`config.mk`:
```
export PLATFORM = sky130hd
export DESIGN_NAME = ft_restore_ctrl
export DESIGN_NICKNAME = d
export VERILOG_FILES = /design/src/rtl/ft_restore_ctrl.sv
export SDC_FILE = /design/constraint.sdc
export NUM_CORES = 1
export LEC_CHECK = 0
export CAP_MARGIN = 20
export CORE_MARGIN = 1
export CORE_UTILIZATION = 46
export CTS_CLUSTER_SIZE = 40
export DETAILED_ROUTE_END_ITERATION = 16
export HOLD_SLACK_MARGIN = 0.03
export MAX_ROUTING_LAYER = met4
export PLACE_DENSITY_LB_ADDON = 0.1
export SYNTH_ARGS = -nofsm -noshare
export SYNTH_HDL_FRONTEND = slang
export SYNTH_SLANG_ARGS = --single-unit
```
`constraint.sdc`:
```
create_clock -name clk_i -period 4.2 [get_ports clk_i]
set_input_delay 0.84 -clock clk_i [delete_from_list [all_inputs] [get_ports clk_i]]
set_output_delay 0.84 -clock clk_i [all_outputs]
set_load 0.1 [all_outputs]
```
`src/rtl/ft_restore_ctrl.sv`:
```
// Rollback restore initiator: reads checkpointed x1..x(NUM_REGS-1) and the PC back
// over a req/gnt/rvalid port and replays them as RF writes and a PC load.
// Optional wait-state watchdog enabled by defining FT_RESTORE_TIMEOUT_EN.
module ft_restore_ctrl #(
  parameter int unsigned NUM_REGS  = 32,
  parameter logic [31:0] BASE_ADDR = 32'h0000_0000,
  parameter logic [31:0] PC_ADDR   = 32'h0000_0200,
  parameter int unsigned TIMEOUT   = 15
) (
  input  logic        clk_i,
  input  logic        rst_i,
  input  logic        start_i,
  output logic        busy_o,
  output logic        done_o,
  output logic        err_o,
  output logic        req_o,
  output logic [31:0] addr_o,
  input  logic        gnt_i,
  input  logic        rvalid_i,
  input  logic [31:0] rdata_i,
  input  logic        err_i,
  output logic        we_rf_o,
  output logic [4:0]  addr_rf_o,
  output logic [31:0] data_rf_o,
  output logic        pc_we_o,
  output logic [31:0] pc_o
);

  localparam logic [2:0] S_IDLE     = 3'd0;
  localparam logic [2:0] S_REQ      = 3'd1;
  localparam logic [2:0] S_GNT_WAIT = 3'd2;
  localparam logic [2:0] S_RV_WAIT  = 3'd3;
  localparam logic [2:0] S_WRITE    = 3'd4;
  localparam logic [2:0] S_DONE     = 3'd5;

  localparam logic [5:0] PC_SLOT = 6'(NUM_REGS);

  logic [2:0]  state_q, state_d;
  logic [5:0]  idx_q, idx_d;
  logic        err_q, err_d;
  logic [4:0]  addr_rf_q, addr_rf_d;
  logic [31:0] data_rf_q, data_rf_d;
  logic [31:0] pc_q, pc_d;
  logic        last_slot;
  logic [31:0] slot_addr;
  logic        wait_expired;

  assign last_slot = (idx_q == PC_SLOT);
  assign slot_addr = last_slot ? PC_ADDR : (BASE_ADDR + {24'd0, idx_q, 2'b00});

`ifdef FT_RESTORE_TIMEOUT_EN
  logic [3:0] wait_q, wait_d;

  // Counter is zero in every non-waiting state, so entering either wait state starts it fresh.
  always_comb begin
    wait_d = 4'd0;
    if ((state_q == S_GNT_WAIT && !gnt_i) || (state_q == S_RV_WAIT && !rvalid_i))
      wait_d = wait_q + 4'd1;
  end

  always_ff @(posedge clk_i) begin
    if (rst_i) wait_q <= 4'd0;
    else       wait_q <= wait_d;
  end

  assign wait_expired = (wait_q == 4'(TIMEOUT - 1));
`else
  assign wait_expired = 1'b0;
`endif

  always_comb begin
    state_d   = state_q;
    idx_d     = idx_q;
    err_d     = err_q;
    addr_rf_d = addr_rf_q;
    data_rf_d = data_rf_q;
    pc_d      = pc_q;
    case (state_q)
      S_IDLE: begin
        if (start_i) begin
          idx_d   = 6'd1;
          err_d   = 1'b0;
          state_d = S_REQ;
        end
      end
      S_REQ: state_d = S_GNT_WAIT;
      S_GNT_WAIT: begin
        if (gnt_i) begin
          state_d = S_RV_WAIT;
        end else if (wait_expired) begin
          err_d   = 1'b1;
          state_d = S_IDLE;
        end
      end
      S_RV_WAIT: begin
        if (rvalid_i) begin
          if (err_i) begin
            err_d   = 1'b1;
            state_d = S_IDLE;
          end else begin
            // Load only the destination being written so the other side holds its value.
            if (last_slot) begin
              pc_d = rdata_i;
            end else begin
              data_rf_d = rdata_i;
              addr_rf_d = idx_q[4:0];
            end
            state_d = S_WRITE;
          end
        end else if (wait_expired) begin
          err_d   = 1'b1;
          state_d = S_IDLE;
        end
      end
      S_WRITE: begin
        if (last_slot) begin
          state_d = S_DONE;
        end else begin
          idx_d   = idx_q + 6'd1;
          state_d = S_REQ;
        end
      end
      S_DONE:  state_d = S_IDLE;
      default: state_d = S_IDLE;
    endcase
  end

  always_ff @(posedge clk_i) begin
    if (rst_i) begin
      state_q   <= S_IDLE;
      idx_q     <= 6'd0;
      err_q     <= 1'b0;
      addr_rf_q <= 5'd0;
      data_rf_q <= 32'd0;
      pc_q      <= 32'd0;
    end else begin
      state_q   <= state_d;
      idx_q     <= idx_d;
      err_q     <= err_d;
      addr_rf_q <= addr_rf_d;
      data_rf_q <= data_rf_d;
      pc_q      <= pc_d;
    end
  end

  assign busy_o    = (state_q != S_IDLE);
  assign done_o    = (state_q == S_DONE);
  assign err_o     = err_q;
  assign req_o     = (state_q == S_REQ);
  assign addr_o    = req_o ? slot_addr : 32'd0;
  assign we_rf_o   = (state_q == S_WRITE) && !last_slot;
  assign pc_we_o   = (state_q == S_WRITE) && last_slot;
  assign addr_rf_o = addr_rf_q;
  assign data_rf_o = data_rf_q;
  assign pc_o      = pc_q;

endmodule
```
# Yosys cells after proc, flatten, opt, wreduce, memory -nomap -nowiden
# Index checks and enable logic that the tools add are counted.
# totals
regBits	79
in_bits	38
wordCells	47
# op_classes
add_sub_neg	1
n_eq_ne	11
mux	15
bitwise_logic	2
reduce_logical	12
# ops
cell	n
$mux W10	2
$mux W3	5
$pmux W3 S5	1
$mux W6	2
$pmux W6 S2	1
$reduce_and A4 Y1	3
$ne A2 B2 Y1 const B	5
$add A6 B1 Y6 const B	1
$eq A3 B2 Y1 const B	2
$eq A3 B3 Y1 const B	2
$eq A6 B6 Y1 const B	1
$reduce_and A3 Y1	2
$reduce_bool A2 Y1	2
$eq A3 B1 Y1 const B	1
$logic_not A3 Y1	1
$mux W1	3
$reduce_bool A3 Y1	1
$logic_and A1 B1 Y1	2
$not A1 Y1	2
$pmux W1 S2	1
$logic_not A1 Y1	1

# Depth between registers and ports, before layout
# logic_depth
word_depth	3
mapped_depth	7
ltp_nobuf	6

# Worst setup path before layout
# OpenSTA, ideal clock, no wires.
# synth_timing
kind	register to output
startpoint	register state_q[0]
endpoint	output port addr_o[2]
t_arrival_ps	2440
required_time_ps	3360
slack_ps	920
path_stages_with_launch	5
n_path_buf	2
path_cell_list	dfxtp_1 buf_2 clkbuf_1 and2_1 and3_1
# synth_via
elab_chain_cells	2
# synth_rtl
element	line_no	rtl
start: declaration	38	logic [2:0] state_q, state_d;
start signal: assignment	137	state_q <= state_d;
$eq A3 B1 Y1	149	assign req_o = (state_q == S_REQ);
net req_o	16	output logic req_o,
$mux W10	150	assign addr_o = req_o ? slot_addr : 32'd0;
end: declaration	17	output logic [31:0] addr_o,
# The timed path passes the listed nets, and every way through them passes these cells.

# Final worst setup path
# layout_timing
startpoint	register idx_q[0]
endpoint	output port addr_o[2]
# layout_via
elab_chain_cells	3
# layout_rtl
element	line_no	rtl
start: declaration	39	logic [5:0] idx_q, idx_d;
start signal: assignment	138	idx_q <= idx_d;
$eq A6 B6 Y1	48	assign last_slot = (idx_q == PC_SLOT);
$mux W10 *	49	assign slot_addr = last_slot ? PC_ADDR : (BASE_ADDR + {24'd0, idx_q, 2'b00});
$mux W10 *	150	
# Every way passes the cells marked *; elsewhere a longest branch is shown, timed or not.

==> flow_summary.ini <==
[setup_path]
r2r_cells = 6
worst_ep_arrival_time_ns = 2.91
crit_start = idx_q[0]
max_stage_delay_ns = 0.97
startpoint_type = flip-flop
required_ns = 3.36
reg2reg_to = data_rf_o[29]
crit_fanout = 7
path_class = flip-flop to output port
end_kind = output port
rrSetupSlack_ns = 1.77
crit_slowest_cell = clkdlybuf4s50_1
crit_chain = inv_1 > ha_1 > nor4b_2 > nand2_1 > and3_1 > clkdlybuf4s50_1
crit-reg2reg-launch = idx_q[0]

[cts]
post_cts_buffers = 0
cts-htree-levels = 3
insertion_delay_ns = 0.34
holdBufCountCts = 0
clk_pin_slew_worst_paths_ns = 0.08
cts_tree = built
numCtsBuffers = 9
cts-root-buf = clkbuf_8
cts_sinks = 79
cts-resized-gates = 0
cts_buffer_depth = 2

[global_routing]
grt_pass1_wl_um = 12900
track_usage_pct = 20.44
grt_max_degree = 77
antenna_found_initial = 0
grt_pass1_vias = 2701
overflow = 0

[cells_and_area]
multiInputGateArea_sq_um = 1697
drive_above_1_share_pct = 6.301
diodes = 0
final_nets = 527
seq_area_sq_um = 1582
fin_area_sq_um = 4888
n_fill_cell = 623
area_delta_synth_final_pct = 37.91

[sta]
drv_slew = 0
setup_viol = 0
slew_headroom_pct = 32.36
hold_viol = 0
period_share_pct = 89.32
clock.fmax_mhz = 266.6
fin_crit_ns = 3.751
tns_ns = 0
fin_skew_ns = 0.01259
worst_pin_slew_ns = 1.011
rsz0062_at_grt = false

[routing]
wl_per_cell_um = 13.18
post-route-drc-count = 0
drt_first_pass_iters = 4
via_per_inst = 4.826
vias = 2852
routed_wl_um = 7791
postRouteAntennaNets = 0
drt_iter0_drc = 80

[pwr]
leakage_nw = 2.016
peakVddDrop_v = 0.0001976
power_density_nw_per_um2 = 343.9

[synth]
yosysWarnings = 0
synth_area_sq_um = 3545
synth_cell_types = 51
synthCells = 379
synth_edf_count = 0
ys_seq_area_share_pct = 44.62
ys_ff_latch = 79
synth-main-ff-cell = dfxtp_1
synthArstFlopShare_pct = 0
syn_avg_cell_area_sq_um = 9.353

[hold_path]
min_path_type = flip-flop to flip-flop
hold-path-endpoint = pc_o[5]
hp-start = pc_o[5]
whs_path_depth = 2

[placement]
io_buffers = 119
placed_area_sq_um = 4651
dpl.hpwl_um = 5439
gp_congestion = 0.8577

[die]
start_util_pct = 48.10
die_h_um = 89.78
coreArea_sq_um = 7370
io_pins = 145
rows = 31
dieArea_sq_um = 8060
die_x_um = 89.78

[run_status]
status = complete, no violations

[job]
max_cap_violations = 0
==> state kept, by name, summed over array words and instances (netlist names) <==
name,cells
addr_rf_o,5
data_rf_o,32
err_o,1
idx_q,6
pc_o,32
state_q,3
==> through the flow <==
| step | power [mW] | util, % | hold slack (ns) | setup slack [ns] | std cells |
|---|---|---|---|---|---|
| after detailed placement | 1.028 | 63.11 | 0.4493 | 0.8291 | 575 |
| after CTS | 1.699 | 66.33 | 0.4640 | 0.4444 | 591 |
| after floorplan | 0.9879 | - | 0.4886 | 0.9202 | 403 |
| after global placement | 1.026 | 63.11 | 0.4430 | 0.9282 | 575 |
| after global routing | 1.748 | 66.33 | 0.4753 | 0.2201 | 591 |
| final | 1.681 | 66.33 | 0.4588 | 0.4485 | 591 |
==> metal layers <==
layer,up-vias,share of wire [%],GRT usage (%)
li1,1432,-,-
met1,1316,44,23.90
met2,95,48,33.53
met3,9,6.2,5.499
met4,0,1.3,7.787
met5,-,0,-
==> Yosys cell counts, types with 2 or more instances <==
library cell	instances	area (sq um)
buf_2	2	10.01
a21oi_1	3	15.01
clkbuf_1	14	52.55
dfxtp_1	79	1582
ha_1	2	25.02
a31o_1	2	17.52
mux2i_1	68	680.7
buf_4	27	202.7
a211o_1	2	17.52
and4_1	2	17.52
and2_1	2	12.51
nor4b_2	2	30.03
buf_12	2	40.04
nand2_1	106	397.9
inv_1	6	22.52
buf_6	2	22.52
and3_1	8	50.05
buf_1	2	7.510
nor3_1	4	20.02
nor2_1	9	33.78
nand2b_1	3	18.77
mux2_2	2	22.52
nor4_1	2	12.51
==> worst max-delay path, delay by kind of cell (launching register included) <==
family                     cells  cell delay, ns
buffers and inverters          2            1.07
and+or+nand+nor                3            0.98
DFF                            1            0.36
adders and majority gates      1            0.16
==> cell families after synthesis <==
kind of cell    Yosys count  share of synthesized area [%]
compound gates           16                          3.565
mux                      71                          20.16
other cells               1                         0.1058
simple gates            153                          20.54
fa+ha+maj                 2                         0.7059
buf+inv                  57                          10.31
flops                    79                          44.62
==> area by class of cell <==
type	instances	area share (%)
tap	99	2.534
multi-input combinational	267	34.71
sequential	79	32.35
inverter	8	0.6143
clock inverter	5	2.176
clock buffer	11	2.687
timing repair buffer	122	24.93
==> report_power, final <==
| part | total, mW | internal, mW | switching, mW |
|---|---|---|---|
| clock network | 0.670 | 0.397 | 0.273 |
| registers | 0.763 | 0.753 | 0.00948 |
| logic | 0.248 | 0.0615 | 0.187 |
| total | 1.68 | 1.21 | 0.469 |
==> placed cells by master, fill, tap and decap left out, types with 2 or more instances in the layout <==
| cell | count |
|---|---|
| inv_1 | 6 |
| and2_1 | 2 |
| inv_2 | 2 |
| clkdlybuf4s50_1 | 116 |
| buf_4 | 5 |
| nor2_1 | 9 |
| nor4_1 | 2 |
| and4_1 | 2 |
| a31o_1 | 2 |
| clkbuf_1 | 2 |
| bufinv_16 | 3 |
| mux2_2 | 2 |
| dfxtp_1 | 79 |
| nand2b_1 | 3 |
| ha_1 | 2 |
| a211o_1 | 2 |
| conb_1 | 25 |
| mux2i_1 | 68 |
| nand2_1 | 106 |
| and3_1 | 8 |
| a21oi_1 | 3 |
| clkbuf_8 | 9 |
| nor4b_2 | 2 |
| nor3_1 | 4 |
==> worst max path at each step <==
| stage | end | slack (ns) | cells past startpoint |
|---|---|---|---|
| after floorplan | addr_o[2] | 0.92 | 4 |
| after global placement | addr_o[2] | 0.93 | 6 |
| after detailed placement | addr_o[2] | 0.83 | 6 |
| after CTS | addr_o[2] | 0.44 | 6 |
| after global routing | addr_o[2] | 0.22 | 6 |
| final | addr_o[2] | 0.45 | 6 |
(Power assumes the default switching activity.)
